### config.mk
export PLATFORM = sky130hd
export DESIGN_NAME = fifo_wr_arbiter
export DESIGN_NICKNAME = d
export VERILOG_FILES = /design/src/rtl/fifo_wr_arbiter.sv
export SDC_FILE = /design/constraint.sdc
export NUM_CORES = 1
export LEC_CHECK = 0
export ABC_AREA = 1
export CORE_UTILIZATION = 38
export CTS_BUF_LIST = sky130_fd_sc_hd__clkbuf_4 sky130_fd_sc_hd__clkbuf_8 sky130_fd_sc_hd__clkbuf_16
export DETAILED_ROUTE_END_ITERATION = 12
export PLACE_DENSITY_LB_ADDON = 0.05
export SYNTH_ARGS = -nofsm -noshare
export SYNTH_HDL_FRONTEND = slang
export SYNTH_SLANG_ARGS = --single-unit
### constraint.sdc
create_clock -name clk -period 3.1 [get_ports clk]
set_input_delay 0.775 -clock clk [delete_from_list [all_inputs] [get_ports clk]]
set_output_delay 0.775 -clock clk [all_outputs]
set_load 0.05 [all_outputs]
### src/rtl/fifo_wr_arbiter.sv
// fifo_wr_arbiter
// Shares one downstream FIFO write port among NUM_REQ producers. A requester is
// granted for up to BURST_MAX beats, stalls on fifo_full, and is acked per beat.
// Build option: define ARB_FIXED_PRIO_EN for fixed lowest-index-wins arbitration
// (no last_grant state). Default is round-robin starting after the last grant.
module fifo_wr_arbiter #(
    parameter int NUM_REQ   = 4,
    parameter int DATA_W    = 8,
    parameter int BURST_MAX = 2
) (
    input  logic                        clk,
    input  logic                        rstn,
    input  logic [NUM_REQ-1:0]          req,
    input  logic [NUM_REQ*DATA_W-1:0]   req_data,
    output logic [NUM_REQ-1:0]          ack,
    input  logic                        fifo_full,
    output logic                        fifo_wr_en,
    output logic [DATA_W-1:0]           fifo_data,
    output logic [$clog2(NUM_REQ)-1:0]  grant_id,
    output logic                        busy
);

    localparam int ID_W  = $clog2(NUM_REQ);
    localparam int CNT_W = (BURST_MAX > 1) ? $clog2(BURST_MAX) : 1;
    localparam logic [CNT_W-1:0] LAST_BEAT = CNT_W'(BURST_MAX - 1);

    typedef enum logic {
        S_IDLE  = 1'b0,
        S_GRANT = 1'b1
    } state_t;

    state_t            r_state,    w_state_nxt;
    logic [ID_W-1:0]   r_grant_id, w_grant_nxt;
    logic              r_busy,     w_busy_nxt;
    logic [CNT_W-1:0]  r_beat_cnt, w_cnt_nxt;
`ifndef ARB_FIXED_PRIO_EN
    logic [ID_W-1:0]   r_last_grant, w_last_nxt;
    logic [ID_W-1:0]   w_idx;
`endif

    logic [DATA_W-1:0] w_slot [NUM_REQ];
    logic [ID_W-1:0]   w_winner;
    logic              w_any_req;
    logic              w_req_g;
    logic              w_beat;
    logic              w_last_beat;

    // Unpack the flat request data bus into one beat per requester.
    always_comb begin
        for (int i = 0; i < NUM_REQ; i++) begin
            w_slot[i] = req_data[i*DATA_W +: DATA_W];
        end
    end

    // Pick the next winner; only consumed while idle.
    always_comb begin
        // NOTE: every combinational output gets a default before any branch so no latch is inferred.
        w_winner  = '0;
        w_any_req = 1'b0;
`ifdef ARB_FIXED_PRIO_EN
        // Descending scan: the last hit written is the lowest set index.
        for (int i = NUM_REQ - 1; i >= 0; i--) begin
            if (req[i]) begin
                w_winner  = ID_W'(i);
                w_any_req = 1'b1;
            end
        end
`else
        w_idx = '0;
        // Descending scan over offsets: the last hit written is the nearest
        // index after last_grant, wrapping modulo NUM_REQ.
        for (int i = NUM_REQ; i >= 1; i--) begin
            w_idx = ID_W'((int'(r_last_grant) + i) % NUM_REQ);
            if (req[w_idx]) begin
                w_winner  = w_idx;
                w_any_req = 1'b1;
            end
        end
`endif
    end

    // Write-port datapath: a beat moves when the granted requester is valid and the FIFO has room.
    always_comb begin
        w_req_g         = req[r_grant_id];
        w_beat          = (r_state == S_GRANT) && w_req_g && !fifo_full;
        w_last_beat     = (r_beat_cnt == LAST_BEAT);
        fifo_wr_en      = w_beat;
        fifo_data       = w_slot[r_grant_id];
        ack             = '0;
        ack[r_grant_id] = w_beat;
    end

    // Next-state logic: arbitrate in IDLE, count beats and release in GRANT.
    always_comb begin
        w_state_nxt = r_state;
        w_grant_nxt = r_grant_id;
        w_busy_nxt  = r_busy;
        w_cnt_nxt   = r_beat_cnt;
`ifndef ARB_FIXED_PRIO_EN
        w_last_nxt  = r_last_grant;
`endif
        case (r_state)
            S_IDLE: begin
                if (w_any_req) begin
                    w_state_nxt = S_GRANT;
                    w_grant_nxt = w_winner;
                    w_busy_nxt  = 1'b1;
                    w_cnt_nxt   = '0;
                end
            end
            S_GRANT: begin
                if (w_beat) begin
                    w_cnt_nxt = w_last_beat ? '0 : r_beat_cnt + 1'b1;
                end
                // Burst exhausted or requester withdrew: any remaining burst is forfeited.
                if ((w_beat && w_last_beat) || !w_req_g) begin
                    w_state_nxt = S_IDLE;
                    w_busy_nxt  = 1'b0;
                    w_cnt_nxt   = '0;
`ifndef ARB_FIXED_PRIO_EN
                    w_last_nxt  = r_grant_id;
`endif
                end
            end
            default: begin
                w_state_nxt = S_IDLE;
                w_busy_nxt  = 1'b0;
            end
        endcase
    end

    // State register; reset is asynchronous so the write port quiesces immediately.
    always_ff @(posedge clk or negedge rstn) begin
        if (!rstn) begin
            r_state      <= S_IDLE;
            r_grant_id   <= '0;
            r_busy       <= 1'b0;
            r_beat_cnt   <= '0;
`ifndef ARB_FIXED_PRIO_EN
            // First search then starts at requester 0.
            r_last_grant <= ID_W'(NUM_REQ - 1);
`endif
        end else begin
            // NOTE: non-blocking assignments so every register updates from pre-edge values.
            r_state      <= w_state_nxt;
            r_grant_id   <= w_grant_nxt;
            r_busy       <= w_busy_nxt;
            r_beat_cnt   <= w_cnt_nxt;
`ifndef ARB_FIXED_PRIO_EN
            r_last_grant <= w_last_nxt;
`endif
        end
    end

    assign grant_id = r_grant_id;
    assign busy     = r_busy;

endmodule

==> flow_summary.yaml, run 1 <==
outcome:
  status: "finished clean"
global_routing:
  grt_pass1_wl_mm: 4.55
  antenna_found_initial: 0
  grt_pass1_vias: 1012
  grt_usage_pct: 24.7
  grt_max_degree: 11
  grt_overflow: 0
yosys:
  synth_area_per_cell_um2: 6.49
  ys_seq_area_share_pct: 21.5
  synth.largest_area_cell: "nand2_1"
  async_flop_share_pct: 100
  yosysWarnings: 0
  synth_enable_flop_cells: 0
  mappedNetlistArea_um2: 825
  ys_ff_latch: 7
  yosysMostFrequentCell: "nand2_1"
  muxShareOfSynthArea_pct: 0
  synthXorXnorAreaFrac_pct: 0
  syn_inst: 127
  synth_compound_area_share_pct: 17.1
  synthAdderAreaFrac_pct: 0
  synth-simple-area-share_pct: 49.2
  synth_area_leaders: "nand2_1 (25%), dfrtp_1 (15%), a22oi_1 (10%)"
  synth.top_cell.area_share_pct: 24.6
  synth_common_cells: "nand2_1 (54), inv_1 (14), a22oi_1 (11), nand3_1 (11), dfrtp_1 (5)"
  yosysUniqueCellTypes: 21
  synth_top_family_by_area: "simple AND/OR/NAND/NOR gates"
  syn_nets: 166
  synth_ff_type: "dfrtp_1"
critical_path:
  cp-end-kind: "output pin"
  critical_path.max_fanout: 6
  rrSetupSlack_ps: 1340
  reg2reg_from: "grant_id[0]"
  crit_path_start_kind: "input port"
  arrival_ps: 2160
  cp.required_ps: 2320
  rr_worst_depth: 6
  path_class: "input port to output pin"
  r2r_end: "r_last_grant[1]"
worst_hold_path:
  holdPathStages: 1
  min-delay-start: "busy"
  hp-class: "flop to flop"
  hold-path-endpoint: "busy"
detailed_routing:
  ant_nets: 0
  vias: 1022
  dr.pass1.iters: 4
  wl_met1_mm: 1.15
  vias_per_cell: 4.89
  post_drt_wl_per_cell_um: 13.1
  met2WireLength_mm: 1.44
  met3_length_um: 98
  drt_iter0_drc: 26
  drc_errors: 0
  maxUsedRoutingLayer: "met4"
  wl_mm: 2.74
sta:
  setup_viol: 0
  fin_hold_ws_ps: 487
  period_needed_ps: 2930
  setup_tns_ps: 0
  period_share_pct: 94.6
  hold_viol: 0
  skew_ps: 3.66
  relSlewSlack_pct: 63.3
  tightest_slew_ps: 550
  max_clock_freq_mhz: 341
  rsz0062_at_grt: "no"
  slew_viol_final: 0
cells_and_area:
  final_nets: 222
  fillers: 178
  antennaDiodeCount: 0
  drive_above_1_share_pct: 19.2
  area_delta_synth_final_pct: 73.6
placed_design:
  place_hpwl_mm: 2.21
  gp_congestion: 0.839
  place.port_buffers: 54
cts:
  clk_latency_ps: 240
  clockBufferDepth: 2
  post_cts_buffers: 0
  clock-root-buffer: "clkbuf_4"
  htreeDepth: 1
  clk_pin_slew_ps: 50
  cts_buffers: 3
  cts_hold_buf: 0
  cts_tree: "built"
  postCtsResizedCells: 0
  cts_sinks: 7
pwr:
  power.density_mw_per_mm2: 1100
  peakVddDrop_v: 0.000889
  p_leak_nw: 0.693
floorplan:
  io_pins: 55
  core_area_mm2: 0.00200
  start_util_pct: 41.2
  die_area_mm2: 0.00236
  die_width_um: 48.6
  num_rows: 16
  die_h_um: 48.6
job:
  cap_violations: 0
sequential cells by signal, indices dropped and copies added, names as in the netlist:
name / cells
busy: 1
grant_id: 2
r_beat_cnt: 1
r_last_grant: 2
r_state: 1
power by group:
part / internal [W] / switching (W)
Sequential: 0.000147 / 0.000108
Combinational: 0.000425 / 0.000803
Clock: 0.0000577 / 0.0000310
critical path: stages:
cell,delay [ps]
clkdlybuf4s50_1,470
inv_1,90
o2111ai_4,260
nand3_4,160
nor3_2,220
buf_12,170
area by class of cell:
class | instances | area [µm²] | area share [%]
Sequential cell | 7 | 178 | 12.4
Timing Repair Buffer | 54 | 571 | 39.9
Multi-Input combinational cell | 99 | 547 | 38.2
Clock buffer | 4 | 30.0 | 2.10
Tap cell | 27 | 33.8 | 2.36
Inverter | 18 | 72.6 | 5.07
cell usage in the layout, fill, tap and decap left out:
| master | Yosys | layout |
|---|---|---|
| nand2_1 | 54 | 54 |
| clkdlybuf4s50_1 | 0 | 41 |
| inv_1 | 14 | 14 |
| a22oi_1 | 11 | 11 |
| nand3_1 | 11 | 11 |
| buf_4 | 0 | 8 |
| dfrtp_1 | 5 | 5 |
| buf_12 | 0 | 5 |
| nand2_2 | 4 | 4 |
| o21ai_1 | 4 | 4 |
| clkbuf_4 | 0 | 4 |
| nor3_2 | 3 | 3 |
| nor2_1 | 3 | 3 |
| inv_4 | 2 | 2 |
| nor2_8 | 2 | 2 |
| nand4_1 | 2 | 2 |
| inv_2 | 2 | 2 |
| dfstp_2 | 2 | 2 |
| nor2_4 | 1 | 1 |
| o2111ai_4 | 1 | 1 |
| nand3_4 | 1 | 1 |
| a21oi_1 | 1 | 1 |
| o21a_1 | 1 | 1 |
routing by layer:
| layer | global-route usage (%) | up-vias |
|---|---|---|
| met4 | 7.35 | 0 |
| met1 | 27.6 | 463 |
| met3 | 4.09 | 6 |
| li1 | - | 524 |
| met2 | 47.2 | 29 |
| met5 | 0 | - |
worst max-delay path by stage:
stage                     start     end  depth (start not counted)
detailed placement       req[3]  ack[1]                          6
CTS                      req[3]  ack[1]                          6
floorplan           grant_id[1]  ack[3]                          7
global placement         req[3]  ack[2]                          6
finish                   req[3]  ack[1]                          6
global route             req[3]  ack[1]                          6
cells by family after synthesis:
family / after synthesis
buf+inv: 21
compound gates: 18
simple gates: 81
flops: 7
through the flow:
step,area (µm²),std cells,power [W],setup slack [ps],util (%)
detailed placement,1400,205,0.00148,166,70.0
finish,1430,209,0.00157,166,71.5
global placement,1400,205,0.00146,205,70.0
global route,1430,209,0.00169,79.6,71.5
CTS,1430,209,0.00158,159,71.5
floorplan,825,127,0.00114,295,-
(Power assumes the default switching activity.)
==> run 2, diff against run 1 <==
--- a/config.mk
+++ b/config.mk
@@ -9,7 +9,7 @@
 export CORE_UTILIZATION = 38
 export CTS_BUF_LIST = sky130_fd_sc_hd__clkbuf_4 sky130_fd_sc_hd__clkbuf_8 sky130_fd_sc_hd__clkbuf_16
 export DETAILED_ROUTE_END_ITERATION = 12
-export PLACE_DENSITY_LB_ADDON = 0.05
+export PLACE_DENSITY = 0.85
 export SYNTH_ARGS = -nofsm -noshare
 export SYNTH_HDL_FRONTEND = slang
 export SYNTH_SLANG_ARGS = --single-unit
==> run 2 against run 1 <==
Clock power rose by 3.5%. Final cell count did not move. Clock skew fell by 2.3 ps. Critical path depth did not move. Non-clock buffer count did not move.
==> flow_summary.yaml, run 2 (synthesized netlist as in run 1, its figures left out) <==
critical_path:
  crit_slowest_cell: "clkdlybuf4s50_1"
  rr_worst_depth: 6
  max_stage_delay_ps: 480
  path_class: "input port to output pin"
  critical_path.max_fanout: 6
  reg2reg_from: "grant_id[0]"
  r2r_end: "r_last_grant[0]"
  crit_path_start_kind: "input port"
  rrSetupSlack_ps: 1440
  cp-end-kind: "output pin"
  arrival_ps: 2170
  crit_chain: "clkdlybuf4s50_1, inv_1, o2111ai_4, nand3_4, nor3_2, buf_12"
  cp.required_ps: 2320
worst_hold_path:
  min-delay-start: "busy"
  hold-path-endpoint: "busy"
  hp-class: "flop to flop"
  holdPathStages: 1
pwr:
  p_sw_share_pct: 60.4
  switchingPower_w: 0.000962
  power.density_mw_per_mm2: 1110
  peakVddDrop_v: 0.000759
  p_int_w: 0.000630
  comb_power_share_pct: 78.2
  power.share.clock_pct: 5.8
  power_frac_seq_pct: 16.1
  p_leak_nw: 0.693
cells_and_area:
  antennaDiodeCount: 0
  layout_commonest_cell: "nand2_1"
  drive_above_1_share_pct: 19.2
  multi_input_area_um2: 547
  area_delta_synth_final_pct: 73.6
  seq_area_um2: 178
  layout_common_cells: "nand2_1 (54), clkdlybuf4s50_1 (41), inv_1 (14)"
  fillers: 164
  fin_area_mm2: 0.00143
  final_nets: 222
detailed_routing:
  drc_errors: 0
  vias_per_cell: 5.11
  ant_nets: 0
  wl_mm: 2.80
  vias: 1067
  post_drt_wl_per_cell_um: 13.4
  dr.pass1.iters: 6
  drt_iter0_drc: 40
floorplan:
  die_width_um: 48.6
  io_pins: 55
  die_h_um: 48.6
  die_area_mm2: 0.00236
  core_area_mm2: 0.00200
  start_util_pct: 41.2
  num_rows: 16
placed_design:
  place_hpwl_mm: 2.23
  gp_congestion: 0.722
  place.port_buffers: 54
  placed_area_mm2: 0.00140
cts:
  post_cts_buffers: 0
  htreeDepth: 1
  cts_tree: "built"
  clockBufferDepth: 2
  clock-root-buffer: "clkbuf_4"
  cts_sinks: 7
  postCtsResizedCells: 0
  cts_hold_buf: 0
  cts_buffers: 3
  clk_latency_ps: 250
  clk_pin_slew_ps: 50
sta:
  relSlewSlack_pct: 63.1
  period_needed_ps: 2950
  setup_viol: 0
  setup_tns_ps: 0
  rsz0062_at_grt: "no"
  skew_ps: 1.41
  hold_viol: 0
  max_clock_freq_mhz: 339
  tightest_slew_ps: 553
  period_share_pct: 95.0
  slew_viol_final: 0
global_routing:
  antenna_found_initial: 0
  grt_pass1_vias: 1012
  grt_pass1_wl_mm: 4.63
  grt_overflow: 0
  grt_usage_pct: 24.9
  grt_max_degree: 11
outcome:
  status: "finished clean"
job:
  cap_violations: 0
[run 2: layer usage]
layer	GRT usage [%]	part of all wire (%)	up-vias
met5	0	0	-
met4	9.80	2.9	0
met3	3.77	8.0	12
met2	43.2	47	53
met1	30.8	42	472
li1	-	-	530
[run 2: per-stage QoR]
step / utilization, % / std cells / worst slack (ps) / power, W / hold slack, ps
CTS: 71.5 / 209 / 132 / 0.00159 / 507
floorplan: - / 127 / 295 / 0.00114 / 473
global placement: 70.0 / 205 / 204 / 0.00145 / 482
finish: 71.5 / 209 / 154 / 0.00159 / 505
detailed placement: 70.0 / 205 / 146 / 0.00149 / 492
global route: 71.5 / 209 / 71.0 / 0.00170 / 522
[run 2: final cells by class]
| cell class | count | share of cell area [%] |
|---|---|---|
| clock buffers | 4 | 2.10 |
| inverters | 18 | 5.07 |
| multi-input cells | 99 | 38.2 |
| flip-flops and latches | 7 | 12.4 |
| well taps | 27 | 2.36 |
| repair buffers | 54 | 39.9 |
[run 2: worst max path at each step]
stage / slack, ps / cells past startpoint / end / start
4_1_cts: 130 / 6 / ack[2] / req[3]
6_report: 150 / 6 / ack[2] / req[3]
5_1_grt: 70 / 6 / ack[2] / req[3]
2_1_floorplan: 300 / 7 / ack[3] / grant_id[1]
3_3_place_gp: 200 / 6 / ack[1] / req[3]
3_5_place_dp: 150 / 6 / ack[2] / req[3]
[run 2: worst max-delay path, delay by kind of cell]
family / cells / cell delay [ps]
buffers and inverters: 3 / 740
AO/OA/AOI/OAI: 1 / 270
AND/OR/NAND/NOR: 2 / 370
[run 2: power by group through the flow]
stage               Combinational (W)  Sequential [W]  Clock [W]
global placement              0.00120        0.000253          0
global route                  0.00134        0.000264  0.0000970
finish                        0.00124        0.000256  0.0000918
detailed placement            0.00124        0.000254          0
CTS                           0.00124        0.000253  0.0000947
floorplan                    0.000888        0.000248          0
==> run 3, diff against run 2 <==
--- a/config.mk
+++ b/config.mk
@@ -6,10 +6,11 @@
 export NUM_CORES = 1
 export LEC_CHECK = 0
 export ABC_AREA = 1
-export CORE_UTILIZATION = 38
+export CORE_UTILIZATION = 35
 export CTS_BUF_LIST = sky130_fd_sc_hd__clkbuf_4 sky130_fd_sc_hd__clkbuf_8 sky130_fd_sc_hd__clkbuf_16
 export DETAILED_ROUTE_END_ITERATION = 12
-export PLACE_DENSITY = 0.85
+export PLACE_DENSITY = 0.79
+export SKIP_CTS_REPAIR_TIMING = 1
 export SYNTH_ARGS = -nofsm -noshare
 export SYNTH_HDL_FRONTEND = slang
 export SYNTH_SLANG_ARGS = --single-unit
==> constraint.sdc (replaced) <==
create_clock -name clk -period 2.9 [get_ports clk]
set_input_delay 0.725 -clock clk [delete_from_list [all_inputs] [get_ports clk]]
set_output_delay 0.725 -clock clk [all_outputs]
set_load 0.05 [all_outputs]
==> run 3 against run 2 <==
Clock power up 2.4%. Die area rose by 8.2%. Flip-flop and latch count is the same. Combinational power up 26%. Final cell count grew 1.4%. Setup slack worse by 91 ps. Register-to-register slack worse by 290 ps. Critical path depth stayed put. Non-clock buffer count rose by 2. Sequential share of layout area down 0.98 points. Design area is 8.6% higher. Hold slack worse by 1.5 ps.
==> flow_summary.yaml, run 3 (synthesized netlist as in run 1, its figures left out) <==
cells_and_area:
  layout_commonest_cell: "nand2_1"
  layout_common_cells: "nand2_1 (54), clkdlybuf4s50_1 (41), inv_1 (14)"
  area_delta_synth_final_pct: 88.5
  multi_input_area_um2: 553
  fin_area_mm2: 0.00155
  final_nets: 224
  antennaDiodeCount: 0
  drive_above_1_share_pct: 20.1
  fillers: 192
  seq_area_um2: 178
cts:
  clock-root-buffer: "clkbuf_4"
  clockBufferDepth: 2
  cts_sinks: 7
  cts_buffers: 3
  clk_latency_ps: 240
  clk_pin_slew_ps: 50
  htreeDepth: 1
  cts_tree: "built"
floorplan:
  core_area_mm2: 0.00221
  start_util_pct: 37.3
  io_pins: 55
  die_area_mm2: 0.00255
  num_rows: 17
  die_h_um: 50.5
  die_width_um: 50.5
sta:
  skew_ps: 1.36
  period_share_pct: 97.8
  slew_viol_final: 0
  hold_viol: 0
  setup_viol: 0
  rsz0062_at_grt: "yes"
  tightest_slew_ps: 556
  setup_tns_ps: 0
  fin_hold_ws_ps: 503
  relSlewSlack_pct: 62.9
  period_needed_ps: 2840
  setup_ws_ps: 62.9
  max_clock_freq_mhz: 352
placed_design:
  place_hpwl_mm: 2.19
  post-place-ws_ps: 74.6
  gp_congestion: 0.826
  placed_area_mm2: 0.00150
  place.port_buffers: 54
pwr:
  p_leak_nw: 0.739
  finalPower_w: 0.00193
  peakVddDrop_v: 0.000773
  power.density_mw_per_mm2: 1240
detailed_routing:
  met2WireLength_mm: 1.41
  wl_met1_mm: 1.07
  wl_mm: 2.73
  maxUsedRoutingLayer: "met3"
  met3_length_um: 243
  drc_errors: 0
  vias: 1066
  vias_per_cell: 5.03
  dr.pass1.iters: 4
  post_drt_wl_per_cell_um: 12.9
  ant_nets: 0
  drt_iter0_drc: 25
worst_hold_path:
  hp-class: "flop to flop"
critical_path:
  cp-end-kind: "output pin"
  crit_chain: "clkdlybuf4s50_1, inv_1, o2111ai_4, nand3_4, nor3_2, buf_12"
  path_class: "input port to output pin"
  crit_slowest_cell: "clkdlybuf4s50_1"
  critPathBufInv: 3
  crit_path_start_kind: "input port"
  critical_path.max_fanout: 6
  max_stage_delay_ps: 480
  arrival_ps: 2110
  cp.required_ps: 2170
  path_delay_family: "buffers and inverters"
outcome:
  status: "finished clean"
job:
  cap_violations: 0
global_routing:
  grt_pass1_wl_mm: 4.39
  grt_usage_pct: 22.4
  grt_pass1_vias: 1065
  antenna_found_initial: 0
  grt_overflow: 0
  grt_max_degree: 11
## run 3: per-layer routing
metal	track usage (%)	vias to the layer above
met5	0	-
met4	8.33	0
met3	4.85	0
met2	42.7	59
met1	23.7	480
li1	-	527
## run 3: through the flow
| stage | utilization (%) | instances |
|---|---|---|
| after floorplan | - | 127 |
| after global placement | 67.9 | 206 |
| after detailed placement | 67.9 | 206 |
| after CTS | 69.3 | 210 |
| after global routing | 70.2 | 212 |
| final | 70.2 | 212 |
## run 3: path summary, 6_finish.rpt
kind / from / end / slack (ps) / cells after the start
max in group asynchronous: rstn / r_last_grant[1] / 1890 / 1
setup reg to reg: grant_id[0] / r_beat_cnt / 1150 / 7
min in group asynchronous: rstn / r_beat_cnt / 730 / 1
hold reg to reg: busy / busy / 500 / 1
setup / recovery: req[3] / ack[2] / 60 / 6
hold / removal: busy / busy / 500 / 1
## run 3: layout make-up
class	count	area share, %
repair buffers	56	44.1
multi-input cells	99	35.6
flip-flops and latches	7	11.4
inverters	18	4.67
well taps	28	2.25
clock buffers	4	1.93
## run 3: power by group
group / internal, W / total [W] / switching, W
sequential: 0.000157 / 0.000274 / 0.000118
combinational: 0.000659 / 0.00156 / 0.000905
clock: 0.0000616 / 0.0000940 / 0.0000323
total: 0.000878 / 0.00193 / 0.00106
